===== src/rtl/breath_pkg.sv =====
// rtl/breath_pkg.sv - shared state encoding and default timing constants for breath_gen
package breath_pkg;

  typedef enum logic [2:0] {
    IDLE    = 3'd0,
    RISE    = 3'd1,
    HOLD_HI = 3'd2,
    FALL    = 3'd3,
    HOLD_LO = 3'd4
  } state_t;

  localparam int STEP_DIV_25MHZ_20MS = 500000;
  localparam int HOLD_STEPS_DEF      = 32;

endpackage


===== src/rtl/breath_tick_prescaler.sv =====
// rtl/breath_tick_prescaler.sv - step tick strobe every DIV clocks while run is high
module tick_prescaler #(
  parameter int DIV = 2
) (
  input  logic clk,
  input  logic rst_n,
  input  logic run,
  output logic tick
);

  localparam int            CW   = $clog2(DIV);
  localparam logic [CW-1:0] LAST = CW'(DIV - 1);

  logic [CW-1:0] cnt;

  assign tick = run && (cnt == LAST);

  // Dropping run clears the phase so a restart always waits a full DIV clocks.
  always_ff @(posedge clk or negedge rst_n) begin
    if (!rst_n) begin
      cnt <= '0;
    end else if (!run || tick) begin
      cnt <= '0;
    end else begin
      cnt <= cnt + CW'(1);
    end
  end

endmodule


===== src/rtl/breath_gen.sv =====
// rtl/breath_gen.sv - triangle breathing duty-cycle source: ramp up, hold, ramp down, hold
module breath_gen
  import breath_pkg::*;
#(
  parameter int WIDTH      = 8,
  parameter int STEP_DIV   = STEP_DIV_25MHZ_20MS,
  parameter int HOLD_STEPS = HOLD_STEPS_DEF
) (
  input  logic             clk,
  input  logic             rst_n,
  input  logic             enable,
  input  logic [WIDTH-1:0] min_level,
  input  logic [WIDTH-1:0] max_level,
  output logic [WIDTH-1:0] duty_cycle,
  output logic             rising,
  output logic             cycle_done
);

  localparam int               HW        = (HOLD_STEPS > 1) ? $clog2(HOLD_STEPS) : 1;
  localparam logic [HW-1:0]    HOLD_LAST = HW'(HOLD_STEPS - 1);
  localparam logic [WIDTH-1:0] ONE       = WIDTH'(1);

  state_t           state;
  logic [HW-1:0]    hold_cnt;
  logic [WIDTH-1:0] lo_q;
  logic [WIDTH-1:0] hi_q;
  logic             run;
  logic             tick;
  logic             hold_done;
  logic [WIDTH-1:0] lo_new;
  logic [WIDTH-1:0] duty_up;
  logic [WIDTH-1:0] duty_dn;

  assign run       = enable && (state != IDLE);
  assign hold_done = (hold_cnt == HOLD_LAST);
  // Inverted or equal levels collapse to max_level so only the holds alternate.
  assign lo_new    = (min_level < max_level) ? min_level : max_level;
  assign duty_up   = duty_cycle + ONE;
  assign duty_dn   = duty_cycle - ONE;

  tick_prescaler #(.DIV(STEP_DIV)) u_prescaler (
    .clk  (clk),
    .rst_n(rst_n),
    .run  (run),
    .tick (tick)
  );

  always_ff @(posedge clk or negedge rst_n) begin
    if (!rst_n) begin
      state      <= IDLE;
      duty_cycle <= '0;
      rising     <= 1'b0;
      cycle_done <= 1'b0;
      hold_cnt   <= '0;
      lo_q       <= '0;
      hi_q       <= '0;
    end else begin
      cycle_done <= 1'b0;
      if (!enable) begin
        state      <= IDLE;
        duty_cycle <= '0;
        rising     <= 1'b0;
        hold_cnt   <= '0;
      end else begin
        case (state)
          IDLE: begin
            lo_q       <= lo_new;
            hi_q       <= max_level;
            duty_cycle <= lo_new;
            rising     <= 1'b1;
            state      <= RISE;
          end
          // Ramps only step while strictly inside [lo_q, hi_q], so no wrap can occur.
          RISE: if (tick) begin
            if (duty_cycle == hi_q) begin
              state <= HOLD_HI;
            end else begin
              duty_cycle <= duty_up;
              if (duty_up == hi_q) state <= HOLD_HI;
            end
          end
          HOLD_HI: if (tick) begin
            if (hold_done) begin
              hold_cnt <= '0;
              rising   <= 1'b0;
              state    <= FALL;
            end else begin
              hold_cnt <= hold_cnt + HW'(1);
            end
          end
          FALL: if (tick) begin
            if (duty_cycle == lo_q) begin
              state <= HOLD_LO;
            end else begin
              duty_cycle <= duty_dn;
              if (duty_dn == lo_q) state <= HOLD_LO;
            end
          end
          HOLD_LO: if (tick) begin
            if (hold_done) begin
              hold_cnt   <= '0;
              lo_q       <= lo_new;
              hi_q       <= max_level;
              duty_cycle <= lo_new;
              rising     <= 1'b1;
              cycle_done <= 1'b1;
              state      <= RISE;
            end else begin
              hold_cnt <= hold_cnt + HW'(1);
            end
          end
          default: state <= IDLE;
        endcase
      end
    end
  end

endmodule

===== config.mk =====
export PLATFORM = sky130hd
export DESIGN_NAME = breath_gen
export DESIGN_NICKNAME = d
export VERILOG_FILES = /design/src/rtl/breath_pkg.sv /design/src/rtl/breath_tick_prescaler.sv /design/src/rtl/breath_gen.sv
export SDC_FILE = /design/constraint.sdc
export NUM_CORES = 1
export LEC_CHECK = 0
export CORE_UTILIZATION = 51
export CTS_CLUSTER_SIZE = 24
export DETAILED_ROUTE_END_ITERATION = 12
export PLACE_DENSITY = 0.85
export SLEW_MARGIN = 30
export SYNTH_ARGS = -nofsm -noshare
export SYNTH_HDL_FRONTEND = slang
export SYNTH_HIERARCHICAL = 1
export SYNTH_SLANG_ARGS = --single-unit

===== constraint.sdc =====
create_clock -name clk -period 2.65 [get_ports clk]
set_clock_uncertainty 0.05 [all_clocks]
set_input_delay 0.265 -clock clk [delete_from_list [all_inputs] [get_ports clk]]
set_output_delay 0.265 -clock clk [all_outputs]
set_load 0.02 [all_outputs]

==> flow_summary_export.csv, run 1 <==
group,metric,value,unit
synth,muxShareOfSynthArea,4.31,%
sta,finalCritPeriodShare,95.0,%
cells_and_area,drive_gt1_share,13.7,%
sta,period_needed,2520,ps
worst_setup_path,path_cells,"inv_4, ha_4, or4b_4, or3_1, a211o_1, a2111oi_4, o32ai_2, o2bb2ai_1",
sta,setup_violations,0,
routing,vias,3178,
synth,synth.top_cell.area_share,37.1,%
cts,htreeDepth,2,
die,chipHeight,85.7,um
power_and_ir_drop,power.density,988,nW/um^2
routing,postRouteAntennaNets,0,
place,portBuffers,28,
cts,root_buffer,"clkbuf_8",
synth,yosysWarnings,6,
die,core_region_area,6790,sq um
power_and_ir_drop,peakVddDrop,0.462,mV
worst_setup_path,slowest_stage,"or4b_4",
cts,cts.path.max_buffers,2,
grt,antenna_found_initial,0,
sta,rsz0062_at_grt,"no",
worst_setup_path,cp.arrival,2680,ps
cells_and_area,final_cell_mix,"dfrtp_1, nand2_1, nor2_1",
synth,syn_inst,398,
synth,synth_area_per_cell,8.97,sq um
grt,grt_pass1_vias,2915,
worst_setup_path,crit_path_end_kind,"flip-flop",
routing,viasPerCell,5.94,
synth,synth-simple-area-share,22.8,%
worst_setup_path,required,2810,ps
synth,synth_ff_type,"dfrtp_1",
die,rows,30,
grt,grt_max_degree,32,
sta,hold_viol_final,0,
worst_setup_path,crit_type,"flip-flop to flip-flop",
routing,routed_wl,8500,um
sta,tns,0,ps
cts,clkSlewWorstSetupHoldPaths,110,ps
routing,drc,0,
synth,ys_seq_area_share,37.1,%
die,io_pins,29,
die,dieArea,7340,sq um
run_status,status,"finished clean",
grt,track_usage,24.0,%
routing,wl_per_cell,15.9,um
worst_setup_path,startpoint_type,"flip-flop",
place,gp_congestion,0.933,
worst_hold_path,hold_class,"flip-flop to flip-flop",
synth,ys_types,64,
worst_setup_path,cp_max_fo,3,
routing,drt_iter0_markers,303,
sta,tightest_slew,743,ps
synth,synth_top_family_by_area,"simple AND/OR/NAND/NOR gates",
grt,grt_pass1_wl,14100,um
grt,grt_overflow,0,
synth,async_flop_share,100,%
cts,numCtsBuffers,5,
synth,synth_xor_xnor_area_share,9.57,%
place,hpwl,6250,um
synth,syn_area,3570,sq um
synth,netlist_top_cells_area,"dfrtp_1, xnor2_1, ha_1, nand2_1, mux2i_1",
sta,fmax,397,MHz
cts,clk_latency,310,ps
die,die_w,85.7,um
worst_setup_path,rrSetupSlack,130,ps
synth,synth_adder_area_share,4.20,%
synth,synth-compound-area-share,15.9,%
cells_and_area,regArea,1330,sq um
power_and_ir_drop,p_leak,0.00169,uW
synth,yosys.area.top_type,"dfrtp_1",
routing,firstDrtPassIters,5,
cells_and_area,mostFrequentLayoutCell,"dfrtp_1",
worst_setup_path,critPathMaxStageDelay,460,ps
sta,fin_hold_ws,445,ps
cells_and_area,fin_nets,469,
cells_and_area,syn_to_final_growth,17.2,%
cells_and_area,diodes,0,
cts,cts_tree,"done",
die,initial_core_util,52.6,%
synth,synth_seq_cells,53,
cts,clkSinkCount,53,
cells_and_area,fill_cells,562,
cells_and_area,multiInputGateArea,2060,sq um
synth,synth_edf_count,0,
synth,synth_fp_nets,429,
flow_run,drv_cap,0,
sta,drv_slew,0,
sta,relSlewSlack,50.5,%
==> Yosys cell counts (5+ instances only) <==
library cell and count:
xor2_1 10, ha_1 12, mux2i_1 12, inv_1 21, o21ai_0 23, dfrtp_1 53, a21oi_1 16, clkbuf_1 8
nor3_1 14, nand3_1 18, nand2_1 34, xnor2_1 29, or3_2 5, nor2_1 32, nor4_1 6, nand4_1 12
==> metrics by stage <==
stage	util, %	cells	setup WS (ps)	total power [uW]	cell area [sq um]
finish	61.6	535	131	4140	4190
global route	61.6	535	37.2	4400	4190
CTS	61.3	534	85.7	4110	4160
detailed placement	59.4	525	45.0	3510	4030
global placement	59.4	525	142	3470	4030
floorplan	-	398	-27.1	2880	3600
==> final timing paths <==
path / startpoint / to / depth (start not counted)
hold / removal: u_prescaler/cnt[0]$_DFF_PN0_ / u_prescaler/cnt[0]$_DFF_PN0_ / 1
hold reg to reg: u_prescaler/cnt[0]$_DFF_PN0_ / u_prescaler/cnt[0]$_DFF_PN0_ / 1
min in group asynchronous: rst_n / duty_cycle[2]$_DFFE_PN0P_ / 2
setup / recovery: duty_cycle[0]$_DFFE_PN0P_ / state[0]$_DFFE_PN0P_ / 8
setup reg to reg: duty_cycle[0]$_DFFE_PN0P_ / state[0]$_DFFE_PN0P_ / 8
max in group asynchronous: rst_n / u_prescaler/cnt[3]$_DFF_PN0_ / 3
==> report_power, final <==
group	switching, uW	internal [uW]
clock network	282	290
logic	1280	1020
registers	252	1020
total	1810	2320
==> critical path: cells and delay by family, from the launching register on <==
family	cells	cell delay, ps
adders and majority gates	1	120
and+or+nand+nor	2	790
DFF	1	430
buffers and inverters	1	70
AOI/OAI and AO/OA	4	970
==> registers in the layout, summed over array words and instances, names as in the netlist <==
register,cells
lo_q,8
hi_q,8
rising,1
state,3
hold_cnt,5
u_prescaler/cnt,19
cycle_done,1
duty_cycle,8
==> cell families after synthesis <==
| family | Yosys count |
|---|---|
| AND/OR/NAND/NOR | 154 |
| multiplexers | 15 |
| AO/OA/AOI/OAI | 83 |
| flip-flops | 53 |
| adder cells (fa/ha/maj) | 12 |
| buffers and inverters | 42 |
| XOR/XNOR | 39 |
==> per-layer routing <==
layer / share of wire, % / vias to the layer above / track usage [%]
met2: 47 / 138 / 38.3
li1: - / 1513 / -
met5: 0 / - / 0
met1: 46 / 1511 / 34.3
met3: 6.4 / 16 / 3.66
met4: 0.94 / 0 / 5.76
==> final cells by class <==
class / instances / area share (%)
Clock inverter: 3 / 1.20
Tap cell: 96 / 2.87
Sequential cell: 53 / 31.7
Multi-Input combinational cell: 303 / 49.2
Clock buffer: 5 / 1.64
Timing Repair Buffer: 54 / 11.3
Inverter: 21 / 2.00
==> what timing repair did <==
action                                  CTS  global route
setup buffers                             0             1
gates resized for setup                   0             2
endpoints found under the setup margin    0            10
hold buffers                              1             0
hold endpoints to repair                 29             0
Note: power is estimated with default switching activity, not from simulation.
==> run 2, diff against run 1 <==
CAP_MARGIN = 5   (was default)
CORE_ASPECT_RATIO = 0.6   (was default)
==> run 2 against run 1 <==
Effect of this change:
- critical path depth unchanged
- power up 2.5%
- sequential power about the same
- register-to-register slack worse by 80 ps
- clock power up 12%
- hold slack worse by 6.3 ps
- critical path type unchanged
- clock-buffer cell count up 1
- cell count down 1.9%
- global-route usage up 2.7 points
- non-clock buffer count down 1
- wire length up 7.7%
- worst setup slack worse by 84 ps
==> flow_summary_export.csv, run 2 (synthesis gave the netlist of run 1 again) <==
group,metric,value,unit
place,portBuffers,28,
grt,grt_pass1_vias,2871,
routing,vias,3254,
routing,viasPerCell,6.20,
cts,clkSinkCount,53,
routing,firstDrtPassIters,6,
place,hpwl,6850,um
worst_setup_path,required,2780,ps
grt,track_usage,26.6,%
cells_and_area,diodes,0,
worst_setup_path,slowest_stage,"or4b_4",
routing,wl_met1,4300,um
sta,period_needed,2600,ps
sta,finalCritPeriodShare,98.2,%
cells_and_area,final_cells,525,
flow_run,drv_cap,0,
routing,drc,0,
worst_setup_path,crit_path_end_kind,"flip-flop",
worst_setup_path,critPathMaxStageDelay,480,ps
worst_setup_path,startpoint_type,"flip-flop",
die,core_region_area,6730,sq um
sta,hold_viol_final,0,
routing,routed-wl-met3,958,um
grt,grt_overflow,0,
cts,numCtsBuffers,5,
sta,drv_slew,0,
power_and_ir_drop,peakVddDrop,0.451,mV
worst_setup_path,r2r-start,"duty_cycle[1]$_DFFE_PN0P_",
cells_and_area,largest_reg_flops,19,
routing,wl_per_cell,17.4,um
worst_hold_path,min_to,"u_prescaler/cnt[0]$_DFF_PN0_",
worst_setup_path,cp_max_fo,3,
die,dieArea,7350,sq um
sta,fmax,384,MHz
cells_and_area,final_cell_mix,"dfrtp_1, nand2_1, nor2_1",
run_status,status,"finished clean",
worst_setup_path,crit_type,"flip-flop to flip-flop",
routing,drt_iter0_markers,409,
grt,grt_max_degree,30,
cts,root_buffer,"clkbuf_16",
worst_setup_path,rrSetupSlack,50,ps
cells_and_area,top_register,"u_prescaler/cnt",
worst_setup_path,r2r-end,"state[0]$_DFFE_PN0P_",
cells_and_area,fin_nets,468,
worst_setup_path,path_cells,"inv_4, ha_4, or4b_4, or3_1, a211o_1, a2111oi_4, o32ai_2, o2bb2ai_1",
sta,relSlewSlack,56.3,%
die,io_pins,29,
cells_and_area,fin_util,62.1,%
routing,dr.max_layer_used,"met4",
sta,setup_violations,0,
routing,routed_wl,9150,um
routing,wl_met2,3840,um
worst_hold_path,hold_class,"flip-flop to flip-flop",
grt,antenna_found_initial,0,
place,place_ws,13.6,ps
power_and_ir_drop,power.density,1010,nW/um^2
grt,grt_pass1_wl,14600,um
cells_and_area,syn_to_final_growth,17.1,%
place,gp_congestion,1.00,
die,initial_core_util,53.0,%
die,die_w,110,um
worst_hold_path,whs_path_depth,1,
cts,cts.path.max_buffers,2,
routing,postRouteAntennaNets,0,
cts,clk_latency,290,ps
cells_and_area,drive_gt1_share,13.2,%
power_and_ir_drop,total_power,4240,uW
sta,final.setup.worst_slack,46.9,ps
sta,tightest_slew,655,ps
worst_setup_path,r2r_cells,8,
worst_setup_path,cp.arrival,2730,ps
cts,clkSlewWorstSetupHoldPaths,70,ps
cells_and_area,mostFrequentLayoutCell,"dfrtp_1",
worst_hold_path,min_from,"u_prescaler/cnt[0]$_DFF_PN0_",
die,rows,23,
place,dp.cells,516,
cts,htreeDepth,2,
cts,cts_tree,"done",
power_and_ir_drop,p_leak,0.00169,uW
die,chipHeight,66.8,um
sta,tns,0,ps
sta,rsz0062_at_grt,"yes",
[run 2: cell type report]
class,count,area (sq um)
sequential,53,1330
multi-input combinational,303,2050
clock buffer,6,129
tap,87,109
fill,565,2550
clock inverter,2,13.8
inverter,21,83.8
timing repair buffer,53,465
[run 2: worst max-delay path by stage]
stage,start,endpoint,cells past startpoint
floorplan,duty_cycle[1]$_DFFE_PN0P_,state[0]$_DFFE_PN0P_,9
global placement,max_level[1],duty_cycle[6]$_DFFE_PN0P_,9
detailed placement,max_level[1],duty_cycle[4]$_DFFE_PN0P_,9
CTS,duty_cycle[1]$_DFFE_PN0P_,state[0]$_DFFE_PN0P_,8
global route,duty_cycle[0]$_DFFE_PN0P_,state[0]$_DFFE_PN0P_,8
finish,duty_cycle[1]$_DFFE_PN0P_,state[0]$_DFFE_PN0P_,8
[run 2: power by group]
part	switching, uW	internal (uW)	total [uW]
logic	1290	1010	2300
clock network	286	353	639
registers	286	1020	1300
[run 2: what timing repair did]
action | in CTS | in global routing
setup buffers | 0 | 0
setup endpoints to repair | 0 | 3
hold buffers | 1 | 0
resized for setup | 0 | 1
hold endpoints to repair | 26 | 0
[run 2: per-layer routing]
metal,vias to the layer above,global-route usage (%)
met5,-,0
met4,0,6.00
met3,10,7.24
met2,179,36.5
met1,1550,40.8
li1,1515,-
[run 2: metrics by stage]
stage | area [sq um] | hold WS (ps)
6_report | 4180 | 439
5_1_grt | 4180 | 473
4_1_cts | 4180 | 440
3_5_place_dp | 4020 | 275
3_3_place_gp | 4020 | 266
2_1_floorplan | 3600 | -80.6
[run 2: worst max-delay path, delay by kind of cell, from the launching register on]
kind,cells,cell delay (ps)
flops,1,430
fa+ha+maj,1,120
simple gates,2,800
buf+inv,1,60
compound gates,4,1020
